$ cat src/rtl/sum_frame_accum.sv
// Frame accumulator: sums unsigned samples into saturating frames of FRAME_LEN
// (or shorter on flush) and holds each result until the consumer takes it.
module sum_frame_accum #(
  parameter int unsigned WIDTH     = 32,
  parameter int unsigned SWIDTH    = WIDTH + 1,
  parameter int unsigned ACCW      = 40,
  parameter int unsigned FRAME_LEN = 16,
  parameter int unsigned CNTW      = $clog2(FRAME_LEN + 1)
) (
  input  logic              clk,
  input  logic              rst,
  input  logic              in_valid,
  output logic              in_ready,
  input  logic [SWIDTH-1:0] in_sum,
  input  logic              in_zero,
  input  logic              flush,
  output logic              out_valid,
  input  logic              out_ready,
  output logic [ACCW-1:0]   out_acc,
  output logic [CNTW-1:0]   out_len,
  output logic [CNTW-1:0]   out_zero_cnt,
  output logic              out_sat
);

  if (ACCW < SWIDTH || FRAME_LEN < 1 || SWIDTH < WIDTH) begin : g_bad_param
    $error("sum_frame_accum: illegal parameter combination");
  end

  typedef enum logic [1:0] {
    S_IDLE,
    S_ACCUM,
    S_HOLD
  } state_t;

  localparam logic [ACCW-1:0] ACC_MAX = '1;
  localparam logic [CNTW-1:0] LEN_END = CNTW'(FRAME_LEN);

  state_t          state, state_nxt;
  logic [ACCW-1:0] acc, acc_nxt;
  logic [CNTW-1:0] len, len_nxt;
  logic [CNTW-1:0] zcnt, zcnt_nxt;
  logic            sat, sat_nxt;

  logic            accept;
  logic [ACCW:0]   sum_ext;
  logic [ACCW:0]   add_res;
  logic [CNTW-1:0] len_inc;

  assign in_ready  = (state != S_HOLD);
  assign out_valid = (state == S_HOLD);
  assign accept    = in_valid && in_ready;

  always_comb begin
    sum_ext               = '0;
    sum_ext[SWIDTH-1:0]   = in_sum;
  end

  // One spare carry bit on the adder makes overflow detection a single bit test.
  assign add_res = {1'b0, acc} + sum_ext;
  assign len_inc = len + CNTW'(1);

  always_comb begin
    state_nxt = state;
    acc_nxt   = acc;
    len_nxt   = len;
    zcnt_nxt  = zcnt;
    sat_nxt   = sat;
    unique case (state)
      S_IDLE: begin
        if (accept) begin
          acc_nxt  = sum_ext[ACCW-1:0];
          len_nxt  = CNTW'(1);
          zcnt_nxt = CNTW'(in_zero);
          sat_nxt  = 1'b0;
          state_nxt = (FRAME_LEN == 1 || flush) ? S_HOLD : S_ACCUM;
        end
      end
      S_ACCUM: begin
        if (accept) begin
          if (add_res[ACCW]) begin
            acc_nxt = ACC_MAX;
            sat_nxt = 1'b1;
          end else begin
            acc_nxt = add_res[ACCW-1:0];
          end
          len_nxt  = len_inc;
          zcnt_nxt = zcnt + CNTW'(in_zero);
          if (len_inc == LEN_END || flush) state_nxt = S_HOLD;
        end else if (flush) begin
          state_nxt = S_HOLD;
        end
      end
      S_HOLD: begin
        if (out_ready) state_nxt = S_IDLE;
      end
      default: state_nxt = S_IDLE;
    endcase
  end

  always_ff @(posedge clk or posedge rst) begin
    if (rst) begin
      state <= S_IDLE;
      acc   <= '0;
      len   <= '0;
      zcnt  <= '0;
      sat   <= 1'b0;
    end else begin
      state <= state_nxt;
      acc   <= acc_nxt;
      len   <= len_nxt;
      zcnt  <= zcnt_nxt;
      sat   <= sat_nxt;
    end
  end

  assign out_acc      = acc;
  assign out_len      = len;
  assign out_zero_cnt = zcnt;
  assign out_sat      = sat;

endmodule

$ cat config.mk
export PLATFORM = sky130hd
export DESIGN_NAME = sum_frame_accum
export DESIGN_NICKNAME = d
export VERILOG_FILES = /design/src/rtl/sum_frame_accum.sv
export SDC_FILE = /design/constraint.sdc
export NUM_CORES = 1
export LEC_CHECK = 0
export CAP_MARGIN = 20
export CORE_AREA = 3 3 96 98
export CTS_CLUSTER_SIZE = 28
export DETAILED_ROUTE_END_ITERATION = 8
export DIE_AREA = 0 0 99 101
export MAX_ROUTING_LAYER = met4
export PLACE_DENSITY = 0.89
export RECOVER_POWER = 50
export SLEW_MARGIN = 20
export SYNTH_ARGS = -nofsm -noshare
export SYNTH_HDL_FRONTEND = slang
export SYNTH_SLANG_ARGS = --single-unit
$ cat constraint.sdc
create_clock -name clk -period 3.24 [get_ports clk]
set_input_delay 0.648 -clock clk [delete_from_list [all_inputs] [get_ports clk]]
set_output_delay 0.648 -clock clk [all_outputs]
set_load 0.005 [all_outputs]
; ---- Word level (Yosys, flattened, before mapping)
; Index checks and enable logic that the tools add are counted.
[classes]
n_addsub = 3
mul = 0
div_mod_pow = 0
n_lt_le_gt_ge = 0
n_eq_ne = 10
shifts = 0
n_mux = 21
bitwise_logic = 0
reduce_logical = 7
[op_table]
columns = cell, count
row1 = 40-bit 2-to-1 mux, 3
row2 = 40-bit one-hot mux with 2 select lines, 1
row3 = 40-bit by 33-bit adder with 41-bit output, 1
row4 = 5-bit 2-to-1 mux, 4
row5 = 5-bit one-hot mux with 2 select lines, 2
row6 = 2-bit 2-to-1 mux, 6
row7 = 2-bit != test (second input constant), 4
row8 = 4-bit AND reduction, 2
row9 = 3-bit != test (second input constant), 2
row10 = 2-bit one-hot mux with 3 select lines, 1
row11 = 5-bit by 1-bit adder with 5-bit output, 1
row12 = 5-bit by 1-bit adder with 5-bit output (second input constant), 1
row13 = 5-bit == test (second input constant), 1
row14 = 1-bit 2-to-1 mux, 3
row15 = 3-bit AND reduction, 1
row16 = 2-bit by 1-bit == test with 1-bit output (second input constant), 1
row17 = 2-bit == test (second input constant), 1
row18 = 2-bit logical NOT, 1
row19 = 2-bit by 1-bit != test with 1-bit output (second input constant), 1
row20 = 1-bit one-hot mux with 2 select lines, 1
row21 = 2-bit nonzero test, 1
row22 = 1-bit logical AND, 1
row23 = 1-bit logical OR, 1
[totals]
reg_bits = 53
latchBits = 0
ramBits = 0
romBits = 0
input_bits = 39
memories = 0

; ---- Depth between registers and ports, before layout
; Gate-level depths: netlist of the first run.
[depth]
ltp_word = 6
ltp_mapped = 12

; ---- Worst setup path before layout of the first run
; Ideal clock, no wire load.
[synth_timing]
path_type = input to register
startpoint = input in_sum[0]
endpoint = register acc[36] (netlist: out_acc[36])
arrival_ns = 2.994
required_time_ns = 3.117
setup_slack_ns = 0.123
path_stages = 11
path_buffers = 0
path_cell_list = ha_1 fa_1 a21o_1 a221oi_2 o21a_4 o211ai_4 o211ai_4 a21boi_2 o21a_4 and3_1 o221a_1
[synth_via]
elab_chain_len = 4
[synth_rtl]
columns = item, line
row1 = start: declaration, 14  ; input logic [SWIDTH-1:0] in_sum,
row2 = 40-bit by 33-bit adder with 41-bit output, 59  ; assign add_res = {1'b0, acc} + sum_ext;
row3 = 40-bit 2-to-1 mux, 80  ; if (add_res[ACCW]) begin
row4 = 40-bit 2-to-1 mux, 79  ; if (accept) begin
row5 = 40-bit one-hot mux with 2 select lines, 68  ; unique case (state)
row6 = end signal: assignment, 109  ; acc <= acc_nxt;
row7 = end: declaration, 39  ; logic [ACCW-1:0] acc, acc_nxt;
; No other way between the ends. The select of a mux whose other input is x is not followed.
; A chain may end at the register's enable or synchronous reset.

; ---- Worst setup path in the final report of the first run
[layout_timing]
startpoint = input in_sum[13]
endpoint = register acc[30] (netlist: out_acc[30])
; Same word-level chain as after synthesis.

==> results of run 1 <==
stage by stage:
step	std cells	setup TNS (ns)
2_1_floorplan	508	0
3_3_place_gp	772	-11.14
3_5_place_dp	772	-14.91
4_1_cts	785	0
5_1_grt	789	-0.226
6_report	789	-0.00614
registers in the layout, indices dropped and copies added, names as in the netlist:
name          count
out_sat           1
out_zero_cnt      5
out_acc          40
state             2
out_len           5
worst max path at each step:
stage,start,endpoint,slack [ns]
2_1_floorplan,in_sum[0],out_acc[36]$_DFFE_PP0P_,0.12
6_report,in_sum[13],out_acc[30]$_DFFE_PP0P_,-0.006
3_5_place_dp,in_sum[0],out_acc[7]$_DFFE_PP0P_,-0.52
5_1_grt,in_sum[8],out_acc[30]$_DFFE_PP0P_,-0.11
4_1_cts,in_sum[0],out_acc[36]$_DFFE_PP0P_,0.02
3_3_place_gp,in_sum[0],out_acc[28]$_DFFE_PP0P_,-0.38
cells in the mapped netlist, types with 4 or more instances:
cell type / instances
a31oi_1: 7
nor2_1: 24
nor2b_1: 7
a22o_1: 6
buf_6: 5
mux2i_1: 4
o21a_1: 7
buf_2: 4
ha_1: 36
or3_1: 5
xnor2_1: 15
a311oi_1: 5
nor3_1: 10
and2_1: 7
a21oi_1: 37
clkbuf_1: 13
a21o_1: 14
xor2_1: 13
o22ai_1: 28
o21ai_0: 51
o21bai_1: 5
and3_1: 7
nand4_1: 6
nand3_1: 14
dfrtp_1: 53
inv_1: 7
nand2_1: 57
cell families after synthesis:
kind of cell,synth area share
multiplexers,0.0117
flip-flops,0.303
XOR/XNOR,0.0561
AND/OR/NAND/NOR,0.169
adder cells (fa/ha/maj),0.108
AO/OA/AOI/OAI,0.310
buffers and inverters,0.0423
where the power goes:
part | leakage [nW] | switching, mW | total [mW] | internal, mW
Clock | 0.0681 | 0.258 | 0.566 | 0.308
Combinational | 2.09 | 1.36 | 2.80 | 1.44
Sequential | 0.665 | 0.160 | 0.972 | 0.812
cell type report:
cell class                      count  area [um^2]
Multi-Input combinational cell    420         3020
Fill cell                         580         2210
Timing Repair Buffer              193         1700
Sequential cell                    53         1330
Tap cell                          108          135
Clock buffer                        5         68.8
Clock inverter                      3         65.1
Inverter                            7         26.3
metal layers:
layer / GRT usage / routed length, um / up-vias
met3: 0.0415 / 1080 / 66
met4: 0.0893 / 648 / 0
li1: - / - / 2241
met2: 0.494 / 7160 / 262
met5: - / 0 / -
met1: 0.344 / 5870 / 2358
critical path: cells and delay by family:
kind,cells,cell delay [ns]
AOI/OAI and AO/OA,6,1.21
muxes,1,0.27
buffers and inverters,2,0.57
adders and majority gates,1,0.35
and+or+nand+nor,2,0.45
timing repair:
action / 4_1_cts / 5_1_grt
buffers inserted: 3 / 4
resized for setup: 8 / 36
setup endpoints to repair: 26 / 38
pin swaps: 9 / 14
hold endpoints to repair: 0 / 0
gates cloned: 2 / 0
==> flow_metrics.py, run 1 <==
metrics = {
    "critical_path": {
        "crit_type": "in -> reg",
        "path_cells": "clkdlybuf4s50_1 -> ha_1 -> buf_4 -> nand2_1 -> or3_1 -> o31ai_1 -> a32o_2 -> o221ai_4 -> o31ai_2 -> mux2i_1 -> a21boi_1 -> a21oi_1",
        "slowest_delay_ns": 0.43,
        "critPathLaunchType": "primary input",
        "rrSetupSlack_ns": 0.33,
        "end_kind": "register",
        "arrival_ns": 3.50,
        "r2r_end": "out_acc[8]$_DFFE_PP0P_",
        "path_max_fanout": 4,
        "r2r-start": "out_acc[0]$_DFFE_PP0P_",
        "r2r_cells": 11,
        "cp_slowest_cell": "clkdlybuf4s50_1",
        "critPathRequiredTime_ns": 3.50,
    },
    "global_route": {
        "grt_max_degree": 54,
        "grt_antenna_before_repair": 0,
        "grt_pass1_vias": 4921,
        "globalRouteOverflowTotal": 0,
        "track_usage": 0.285,
        "grt_pass1_wl_um": 22900,
    },
    "cts": {
        "clock_sinks": 53,
        "insertion_delay_ns": 0.33,
        "htree_levels": 2,
        "cts_hold_buf": 0,
        "root_buffer": "clkbuf_8",
        "clkTransAtPathRegs_ns": 0.11,
        "cts_buffer_depth": 2,
        "numCtsBuffers": 5,
        "tritoncts": "yes",
    },
    "outcome": {
        "failed_checks": "negative setup slack",
        "run_status": "complete, but fails checks",
    },
    "placed_design": {
        "dp_hpwl_um": 9930,
        "port_buffers": 91,
        "post_dp_cell_area_mm2": 0.00596,
        "dpl_worst_slack_ns": -0.517,
        "place_congestion": 0.951,
    },
    "synthesis": {
        "yosysWarnings": 0,
        "yosysTopAreaCellShare": 0.303,
        "netlist_area_mm2": 0.00437,
        "synth-seq-cells": 53,
        "synthTopCellsByArea": "dfrtp_1 (30%), ha_1 (10%), o21ai_0 (5.8%), nand2_1 (4.9%), a21oi_1 (4.2%)",
        "yosysSeqAreaShare": 0.303,
        "syn-num-nets": 584,
        "synth_edf_count": 0,
        "avgSynthCellArea_um2": 8.61,
        "ys_types": 67,
        "synthCells": 508,
        "async_flop_share": 1.00,
        "ys.flop_type": "dfrtp_1",
        "synth_area_leader_cell": "dfrtp_1",
    },
    "routing": {
        "drc": 0,
        "ant_nets": 0,
        "wirelength_um": 14800,
        "drtPass1Iterations": 5,
        "routedWlPerCell_um": 18.7,
        "vias": 4927,
        "drt_iter0_markers": 293,
        "vias_per_cell": 6.24,
    },
    "floorplanning": {
        "fp.dieH_um": 101,
        "row_count": 34,
        "dieArea_mm2": 0.0100,
        "die_w_um": 99,
        "start_util": 0.511,
        "io_pins": 92,
        "core_area_mm2": 0.00855,
    },
    "timing": {
        "hold_viol": 0,
        "relSlewSlack": 0.0561,
        "fin_crit_sh": 1.00,
        "holdWs_ns": 0.521,
        "drv_slew": 0,
        "layout_min_cycle_time_ns": 3.25,
        "worst_slew_pin_slew_ns": 1.42,
        "worst_clock_skew_ns": 0.00926,
        "setup_violations": 1,
        "max_freq_ghz": 0.308,
        "worst_slack_ns": -0.00614,
    },
    "final_layout": {
        "area_growth_syn_to_layout_pct": 44.9,
        "finalInstanceArea_mm2": 0.00634,
        "antenna_cells": 0,
        "final_cell_mix": "buf_4 (96), clkdlybuf4s50_1 (73), nand2_1 (57)",
        "final_layout_size_suffix_gt1_frac": 0.231,
        "nets": 756,
        "fin_util": 0.741,
        "final_common_cell": "buf_4",
    },
    "power_and_ir_drop": {
        "power_density_mw_per_mm2": 684,
        "p_total_mw": 4.34,
        "ir_drop_uv": 387,
        "leakagePower_nw": 2.83,
    },
    "hold_path": {
        "hold_class": "reg -> reg",
        "holdPathEnd": "out_acc[23]$_DFFE_PP0P_",
        "worstHoldStart": "out_acc[23]$_DFFE_PP0P_",
        "hold_depth": 2,
    },
    "run": {
        "max_cap_viol_count": 0,
    },
}
No activity file was read; power rests on OpenSTA's default activity.
==> inputs of run 2 (changes only) <==
--- a/config.mk
+++ b/config.mk
@@ -13,6 +13,7 @@
 export MAX_ROUTING_LAYER = met4
 export PLACE_DENSITY = 0.89
 export RECOVER_POWER = 50
+export SKIP_CTS_REPAIR_TIMING = 1
 export SLEW_MARGIN = 20
 export SYNTH_ARGS = -nofsm -noshare
 export SYNTH_HDL_FRONTEND = slang
==> flow_metrics.py, run 2 (synthesis results as in run 1) <==
metrics = {
    "global_route": {
        "globalRouteOverflowTotal": 0,
        "grt_pass1_vias": 4810,
        "track_usage": 0.275,
        "grt_antenna_before_repair": 0,
        "grt_max_degree": 54,
        "grt_pass1_wl_um": 22200,
    },
    "critical_path": {
        "cp_slowest_cell": "clkdlybuf4s50_1",
        "crit_type": "in -> reg",
        "r2r_cells": 12,
        "path_cells": "clkdlybuf4s50_1 -> ha_1 -> and3_1 -> a221oi_2 -> o21a_4 -> o211ai_4 -> o211ai_4 -> o2111ai_4 -> buf_6 -> clkbuf_16 -> o22ai_1 -> o21ai_0",
        "critPathLaunchType": "primary input",
        "cp_num_buf_inv": 3,
        "end_kind": "register",
        "r2r_end": "out_acc[3]$_DFFE_PP0P_",
        "path_max_fanout": 8,
        "crit_top_cell": "o211ai_4",
        "path_delay_family": "compound AO/OA/AOI/OAI gates",
        "critPathRequiredTime_ns": 3.44,
        "slowest_delay_ns": 0.47,
        "r2r-start": "out_acc[0]$_DFFE_PP0P_",
        "arrival_ns": 3.41,
        "rrSetupSlack_ns": 0.28,
    },
    "placed_design": {
        "place_congestion": 0.951,
        "dpl_worst_slack_ns": -0.517,
        "dp_hpwl_um": 9930,
        "port_buffers": 91,
    },
    "final_layout": {
        "filler_cell_count": 593,
        "antenna_cells": 0,
        "nets": 755,
        "seq_area_mm2": 0.00133,
        "final_layout_size_suffix_gt1_frac": 0.213,
        "multi_input_area_mm2": 0.00295,
        "final_cell_mix": "buf_4 (96), clkdlybuf4s50_1 (74), nand2_1 (56)",
        "area_growth_syn_to_layout_pct": 43.5,
        "final_common_cell": "buf_4",
        "largest_reg_flops": 40,
    },
    "routing": {
        "drtPass1Iterations": 5,
        "routedWlPerCell_um": 17.8,
        "ant_nets": 0,
        "drc": 0,
        "drt_iter0_markers": 266,
        "vias": 4785,
        "wirelength_um": 14000,
        "vias_per_cell": 6.07,
    },
    "timing": {
        "relSlewSlack": 0.0650,
        "finalSetupTns_ns": 0,
        "worst_clock_skew_ns": 0.0117,
        "drv_slew": 0,
        "holdWs_ns": 0.522,
        "setup_violations": 0,
        "fin_crit_sh": 0.991,
        "layout_min_cycle_time_ns": 3.21,
        "worst_slack_ns": 0.0305,
        "hold_viol": 0,
        "worst_slew_pin_slew_ns": 1.40,
        "max_freq_ghz": 0.312,
    },
    "cts": {
        "tritoncts": "yes",
        "clkTransAtPathRegs_ns": 0.11,
        "insertion_delay_ns": 0.33,
        "numCtsBuffers": 5,
        "clock_sinks": 53,
        "htree_levels": 2,
        "cts_buffer_depth": 2,
        "root_buffer": "clkbuf_8",
    },
    "power_and_ir_drop": {
        "power_density_mw_per_mm2": 676,
        "leakagePower_nw": 2.81,
        "p_total_mw": 4.24,
        "ir_drop_uv": 374,
    },
    "floorplanning": {
        "io_pins": 92,
        "start_util": 0.511,
        "die_w_um": 99,
        "fp.dieH_um": 101,
        "dieArea_mm2": 0.0100,
        "core_area_mm2": 0.00855,
        "row_count": 34,
    },
    "hold_path": {
        "worstHoldStart": "out_acc[23]$_DFFE_PP0P_",
        "hold_depth": 2,
        "holdPathEnd": "out_acc[23]$_DFFE_PP0P_",
        "hold_class": "reg -> reg",
    },
    "outcome": {
        "run_status": "completed",
    },
    "run": {
        "max_cap_viol_count": 0,
    },
}
==> run 2: cell count changes in the layout (fill, tap and decap cells not counted), moves of 2 or more <==
cell and change:
o22ai_1 +7, o22ai_2 -6, buf_6 -3, a21oi_1 +2, a21oi_2 -2, ha_1 +2, o21ai_0 +2
==> run 2: final cells by class <==
type / count / share of cell area
sequential: 53 / 0.211
timing repair buffer: 192 / 0.272
multi-input combinational: 420 / 0.469
clock inverter: 3 / 0.0104
inverter: 7 / 0.00419
tap: 108 / 0.0215
clock buffer: 5 / 0.0110
==> run 2: metrics by stage <==
step / instances / util / area, um^2
after CTS: 780 / 0.713 / 6090
after global routing: 788 / 0.734 / 6280
after global placement: 772 / 0.697 / 5960
after detailed placement: 772 / 0.697 / 5960
after floorplan: 508 / - / 4370
final: 788 / 0.734 / 6280
==> run 2: worst min-delay path, cell delays in order (launching register included) <==
cell and delay (ns):
dfrtp_1 0.38, nand2_1 0.05, o21ai_0 0.06
==> run 2: power breakdown <==
group	internal, mW	total (mW)	switching (mW)	leakage, nW
sequential	0.812	0.969	0.157	0.665
clock	0.308	0.562	0.255	0.0681
combinational	1.42	2.71	1.30	2.08
total	2.54	4.24	1.71	2.81
==> run 2: metal layers <==
metal	wire (um)	up-vias	global-route usage
met2	7090	212	0.478
met3	821	41	0.0374
met4	422	0	0.0893
met5	0	-	-
li1	-	2235	-
met1	5670	2297	0.330
==> run 2: worst max-delay path by stage <==
stage	startpoint	slack (ns)	cells past startpoint	to
3_3_place_gp	in_sum[0]	-0.38	13	out_acc[28]$_DFFE_PP0P_
4_1_cts	in_sum[0]	-0.18	12	out_acc[7]$_DFFE_PP0P_
2_1_floorplan	in_sum[0]	0.12	11	out_acc[36]$_DFFE_PP0P_
6_report	in_sum[3]	0.03	12	out_acc[3]$_DFFE_PP0P_
5_1_grt	in_sum[19]	-0.10	12	out_acc[3]$_DFFE_PP0P_
3_5_place_dp	in_sum[0]	-0.52	12	out_acc[7]$_DFFE_PP0P_
